<file path="config.mk">
export PLATFORM = sky130hd
export DESIGN_NAME = alu_seq_ctrl
export DESIGN_NICKNAME = d
export VERILOG_FILES = /design/src/rtl/alu_seq_ctrl.sv
export SDC_FILE = /design/constraint.sdc
export NUM_CORES = 1
export LEC_CHECK = 0
export BUFFER_PORTS_ARGS = -buffer_cell sky130_fd_sc_hd__buf_2
export CORE_MARGIN = 8
export CORE_UTILIZATION = 39
export DETAILED_ROUTE_END_ITERATION = 8
export HOLD_SLACK_MARGIN = 0.03
export SLEW_MARGIN = 20
export SYNTH_ARGS = -nofsm -noshare
export SYNTH_HDL_FRONTEND = slang
export SYNTH_SLANG_ARGS = --single-unit
</file>
<file path="constraint.sdc">
create_clock -name clk -period 2.8 [get_ports clk]
set_input_delay 0.14 -clock clk [delete_from_list [all_inputs] [get_ports clk]]
set_output_delay 0.14 -clock clk [all_outputs]
set_load 0.01 [all_outputs]
</file>
<file path="src/rtl/alu_seq_ctrl.sv">
// Multi-cycle nibble ALU sequencer: ADD/SUB in one cycle, MUL/DIV bit-serial.
// Optional ALU_SEQ_ACCUM_EN adds cmd_acc to reuse the last taken result as A.
module alu_seq_ctrl #(
  parameter int DW = 4
) (
  input  logic            clk,
  input  logic            rst_n,
  input  logic            cmd_valid,
  output logic            cmd_ready,
  input  logic [DW-1:0]   cmd_a,
  input  logic [DW-1:0]   cmd_b,
  input  logic [1:0]      cmd_op,
`ifdef ALU_SEQ_ACCUM_EN
  input  logic            cmd_acc,
`endif
  output logic            res_valid,
  input  logic            res_ready,
  output logic [2*DW-1:0] res_data,
  output logic            res_err,
  output logic            busy
);

  localparam int CW = (DW > 1) ? $clog2(DW) : 1;
  localparam logic [CW-1:0] CNT_LAST = CW'(DW - 1);
  localparam logic [1:0] OP_ADD = 2'b00;
  localparam logic [1:0] OP_MUL = 2'b01;
  localparam logic [1:0] OP_SUB = 2'b10;
  localparam logic [1:0] OP_DIV = 2'b11;

  typedef enum logic [1:0] {
    S_IDLE,
    S_EXEC,
    S_DONE
  } state_t;

  state_t          state_q, state_d;
  logic [DW-1:0]   a_q, a_d;
  logic [DW-1:0]   b_q, b_d;
  logic [1:0]      op_q, op_d;
  logic [CW-1:0]   cnt_q, cnt_d;
  logic [2*DW-1:0] wrk_q, wrk_d;
  logic [2*DW-1:0] res_data_q, res_data_d;
  logic            res_err_q, res_err_d;
  logic [DW-1:0]   op_a;

`ifdef ALU_SEQ_ACCUM_EN
  logic [DW-1:0]   acc_q, acc_d;
  assign op_a = cmd_acc ? acc_q : cmd_a;
`else
  assign op_a = cmd_a;
`endif

  // wrk holds the partial product, or {remainder, dividend/quotient} for DIV
  logic [2*DW-1:0] mul_nxt;
  logic [2*DW-1:0] div_nxt;
  logic [DW:0]     rem_t;
  logic [DW:0]     rem_n;
  logic [DW:0]     lo_sh;
  logic            q_bit;
  logic            last;

  always_comb begin
    last    = (cnt_q == CNT_LAST);
    mul_nxt = wrk_q;
    if (b_q[cnt_q])
      mul_nxt = wrk_q + ({{DW{1'b0}}, a_q} << cnt_q);
    rem_t   = {wrk_q[2*DW-1:DW], wrk_q[DW-1]};
    q_bit   = (rem_t >= {1'b0, b_q});
    rem_n   = q_bit ? (rem_t - {1'b0, b_q}) : rem_t;
    lo_sh   = {wrk_q[DW-1:0], q_bit};
    div_nxt = {rem_n[DW-1:0], lo_sh[DW-1:0]};
  end

  always_comb begin
    state_d    = state_q;
    a_d        = a_q;
    b_d        = b_q;
    op_d       = op_q;
    cnt_d      = cnt_q;
    wrk_d      = wrk_q;
    res_data_d = res_data_q;
    res_err_d  = res_err_q;
`ifdef ALU_SEQ_ACCUM_EN
    acc_d      = acc_q;
`endif
    unique case (state_q)
      S_IDLE: begin
        if (cmd_valid) begin
          a_d     = op_a;
          b_d     = cmd_b;
          op_d    = cmd_op;
          cnt_d   = '0;
          wrk_d   = (cmd_op == OP_DIV) ? {{DW{1'b0}}, op_a} : '0;
          state_d = S_EXEC;
        end
      end
      S_EXEC: begin
        unique case (op_q)
          OP_ADD: begin
            res_data_d = {{DW{1'b0}}, a_q} + {{DW{1'b0}}, b_q};
            res_err_d  = 1'b0;
            state_d    = S_DONE;
          end
          OP_SUB: begin
            res_data_d = {{DW{1'b0}}, a_q} - {{DW{1'b0}}, b_q};
            res_err_d  = 1'b0;
            state_d    = S_DONE;
          end
          OP_MUL: begin
            wrk_d = mul_nxt;
            cnt_d = cnt_q + 1'b1;
            if (last) begin
              cnt_d      = '0;
              res_data_d = mul_nxt;
              res_err_d  = 1'b0;
              state_d    = S_DONE;
            end
          end
          OP_DIV: begin
            wrk_d = div_nxt;
            cnt_d = cnt_q + 1'b1;
            if (last) begin
              cnt_d      = '0;
              res_data_d = div_nxt;
              res_err_d  = (b_q == '0);
              state_d    = S_DONE;
            end
          end
        endcase
      end
      S_DONE: begin
        if (res_ready) begin
          state_d = S_IDLE;
`ifdef ALU_SEQ_ACCUM_EN
          acc_d   = res_data_q[DW-1:0];
`endif
        end
      end
      default: state_d = S_IDLE;
    endcase
  end

  always_ff @(posedge clk or negedge rst_n) begin
    if (!rst_n) begin
      state_q    <= S_IDLE;
      a_q        <= '0;
      b_q        <= '0;
      op_q       <= '0;
      cnt_q      <= '0;
      wrk_q      <= '0;
      res_data_q <= '0;
      res_err_q  <= 1'b0;
`ifdef ALU_SEQ_ACCUM_EN
      acc_q      <= '0;
`endif
    end else begin
      state_q    <= state_d;
      a_q        <= a_d;
      b_q        <= b_d;
      op_q       <= op_d;
      cnt_q      <= cnt_d;
      wrk_q      <= wrk_d;
      res_data_q <= res_data_d;
      res_err_q  <= res_err_d;
`ifdef ALU_SEQ_ACCUM_EN
      acc_q      <= acc_d;
`endif
    end
  end

  assign cmd_ready = (state_q == S_IDLE);
  assign res_valid = (state_q == S_DONE);
  assign busy      = (state_q != S_IDLE);
  assign res_data  = res_data_q;
  assign res_err   = res_err_q;

endmodule

</file>
==> impl_metrics.yaml <==
sta:
  fin_worst_skew_ns: 0.0150
  period_share_pct: 95.8
  max_slew_margin_pct: 46.0
  tightest_slew_ns: 0.811
  setup_viol: 0
  rsz0062_at_grt: "no"
  finalHoldViolations: 0
  period_needed_ns: 2.68
  max_freq_mhz: 373
  tns_ns: 0
  fin_ws_ns: 0.119
  maxSlewViolCount: 0
die:
  die_h_um: 97.2
  fp.dieW_um: 97.2
  core-area_um2: 6350
  io_pins: 26
  design.die.area_um2: 9440
  start_util_pct: 40.5
  row_count: 29
place:
  port_buffers: 25
  gp_congestion: 0.881
  dpl_cell_area_um2: 2800
  dp_hpwl_um: 5440
  dp.cells: 384
  pre_cts_slack_ns: 0.159
hold_path:
  hold_depth: 2
  hold_class: "in -> reg"
worst_setup_path:
  worstRegToRegCells: 9
  worstSetupStartpointType: "flip-flop"
  cp_slowest_stage_delay_ns: 0.47
  required_ns: 3.01
  arrival_ns: 2.89
  critical_path_class: "reg -> reg"
  critPathMaxFanout: 7
  critical_path.top_delay_family: "compound AO/OA/AOI/OAI gates"
  crit_buf_inv: 0
  cp.depth: 9
  end_kind: "flip-flop"
  slowest_stage: "dfrtp_1"
  crit_chain: "mux2_2 > nor2_1 > a21oi_1 > ha_1 > o21a_1 > a211o_1 > a31o_1 > mux2_4 > a31oi_1"
final_layout:
  drive_above_1_share_pct: 20.5
  layout_commonest_cell: "dfrtp_1"
  syn2layout_area_growth_pct: 14.2
  finalNetCount: 354
  finalNonFillerCells: 394
  post-route-cell-area_um2: 2940
  final_cell_mix: "31 x dfrtp_1, 25 x buf_2, 24 x nand2_1, 24 x o21ai_0, 21 x nor2_1"
  diodes: 0
synthesis:
  yosysSeqAreaShare_pct: 30.2
  synth-main-ff-cell: "dfrtp_1"
  async_flop_share_pct: 100
  syn_nets: 322
  yosys_warnings: 0
  synth-seq-cells: 31
  synth_cell_types: 60
  synth_edf_count: 0
  syn_inst: 284
  syn-cell-area_um2: 2570
  syn_avg_cell_area_um2: 9.05
clock_tree:
  clk-insertion-delay-late_ns: 0.29
  cts_buffer_depth: 2
  cts.sinks: 31
  htreeDepth: 2
  cts_tree: "built"
  cts_buffers: 5
  cts_root_buf: "clkbuf_8"
  clk_pin_slew_ns: 0.08
  postCtsSetupRepairBufs: 0
drt:
  num_vias: 2346
  drt_wl_total_um: 7170
  vias_per_cell: 5.95
  drc_errors: 0
  firstDrtPassIters: 4
  drt_iter0_markers: 173
  wl_per_cell_um: 18.2
  final_antenna_net_count: 0
power:
  p_leak_nw: 1.34
  internal_power_mw: 2.10
  p_comb_share_pct: 67.6
  totalPowerFinal_mw: 4.22
  power_density_nw_per_um2: 1440
  p_switching_mw: 2.12
  peakVddDrop_mv: 0.608
  power_frac_clock_pct: 10.6
  p_seq_share_pct: 21.9
  sw_frac_of_total_pct: 50.2
global_route:
  grt_pass1_vias: 2282
  grt_pass1_wl_um: 11800
  grt_antenna_before_repair: 0
  grt_max_degree: 32
  grt_usage_pct: 15.2
  overflow: 0
flow_run:
  max_cap_violations: 0
outcome:
  status: "complete, no violations"
-- cell families (layout without fill, tap and decap cells) --
logic type	after synthesis	in the layout	synth area share [%]
mux	21	21	9.88
fa+ha+maj	24	24	12.9
simple gates	86	86	16.9
xor+xnor	3	3	1.02
flops	31	31	30.2
buf+inv	25	58	4.09
compound gates	94	94	25.0
-- Yosys cell counts, types with 4 or more instances --
cell type   n  share of area, %
dfrtp_1    31                30
nand2_1    24               3.5
o21ai_0    24               4.7
nor2_1     21               3.1
ha_1       20               9.7
a21oi_1    19               3.7
inv_1      14               2.0
mux2_2     11               4.8
a31oi_1     7               1.7
mux2i_1     7               2.7
clkbuf_1    6              0.88
nand2b_1    6               1.5
nor2b_1     5               1.2
nor3_1      5              0.97
o31ai_1     5               1.5
a211oi_1    4               1.2
a21o_1      4               1.2
and3_1      4              0.97
fa_1        4               3.1
o21a_1      4               1.2
-- area by class of cell --
class                           count  area (um2)
Fill cell                         618        3410
Sequential cell                    31         776
Timing Repair Buffer               35         205
Inverter                           15        56.3
Tap cell                           77        96.3
Clock inverter                      3        43.8
Multi-Input combinational cell    228        1690
Clock buffer                        5        68.8
-- per-stage QoR --
step / utilization, % / hold slack, ns
after floorplan: - / -0.156
after global placement: 44.1 / 0.243
after detailed placement: 44.1 / 0.244
after CTS: 46.1 / 0.0332
after global routing: 46.2 / 0.0732
final: 46.2 / 0.0846
-- metal layers --
| metal | share of wire, % | track usage (%) | vias to the layer above |
|---|---|---|---|
| met5 | 0 | 0 | - |
| met4 | 2.1 | 4.38 | 0 |
| met3 | 6.7 | 3.63 | 14 |
| met2 | 45 | 23.6 | 91 |
| met1 | 46 | 20.2 | 1124 |
| li1 | - | - | 1117 |
-- timing repair --
action / 4_1_cts / 5_1_grt
hold endpoints to repair: 31 / 1
hold buffers: 1 / 1
gates resized for setup: 0 / 0
-- sequential cells by signal (all words and copies together) (netlist names) --
register	cells
a_q	4
b_q	4
cnt_q	2
op_q	2
res_data	8
res_err	1
state_q	2
wrk_q	8
-- power by group through the flow --
stage	sequential [mW]	combinational (mW)	clock, mW
after floorplan	0.873	2.07	0
after global placement	0.919	2.78	0
after detailed placement	0.928	2.80	0
after CTS	0.919	2.82	0.455
after global routing	0.951	3.18	0.480
final	0.922	2.85	0.446
-- final timing paths --
| path | startpoint | end | slack, ns |
|---|---|---|---|
| max reg2reg | cnt_q[0] | res_data[7] | 0.12 |
| max | cnt_q[0] | res_data[7] | 0.12 |
| min | cmd_b[3] | b_q[3] | 0.08 |
| max in group asynchronous | rst_n | b_q[0] | 1.89 |
| min reg2reg | res_err | res_err | 0.48 |
| min in group asynchronous | rst_n | cnt_q[0] | 0.44 |
Note: power is estimated with default switching activity, not from simulation.
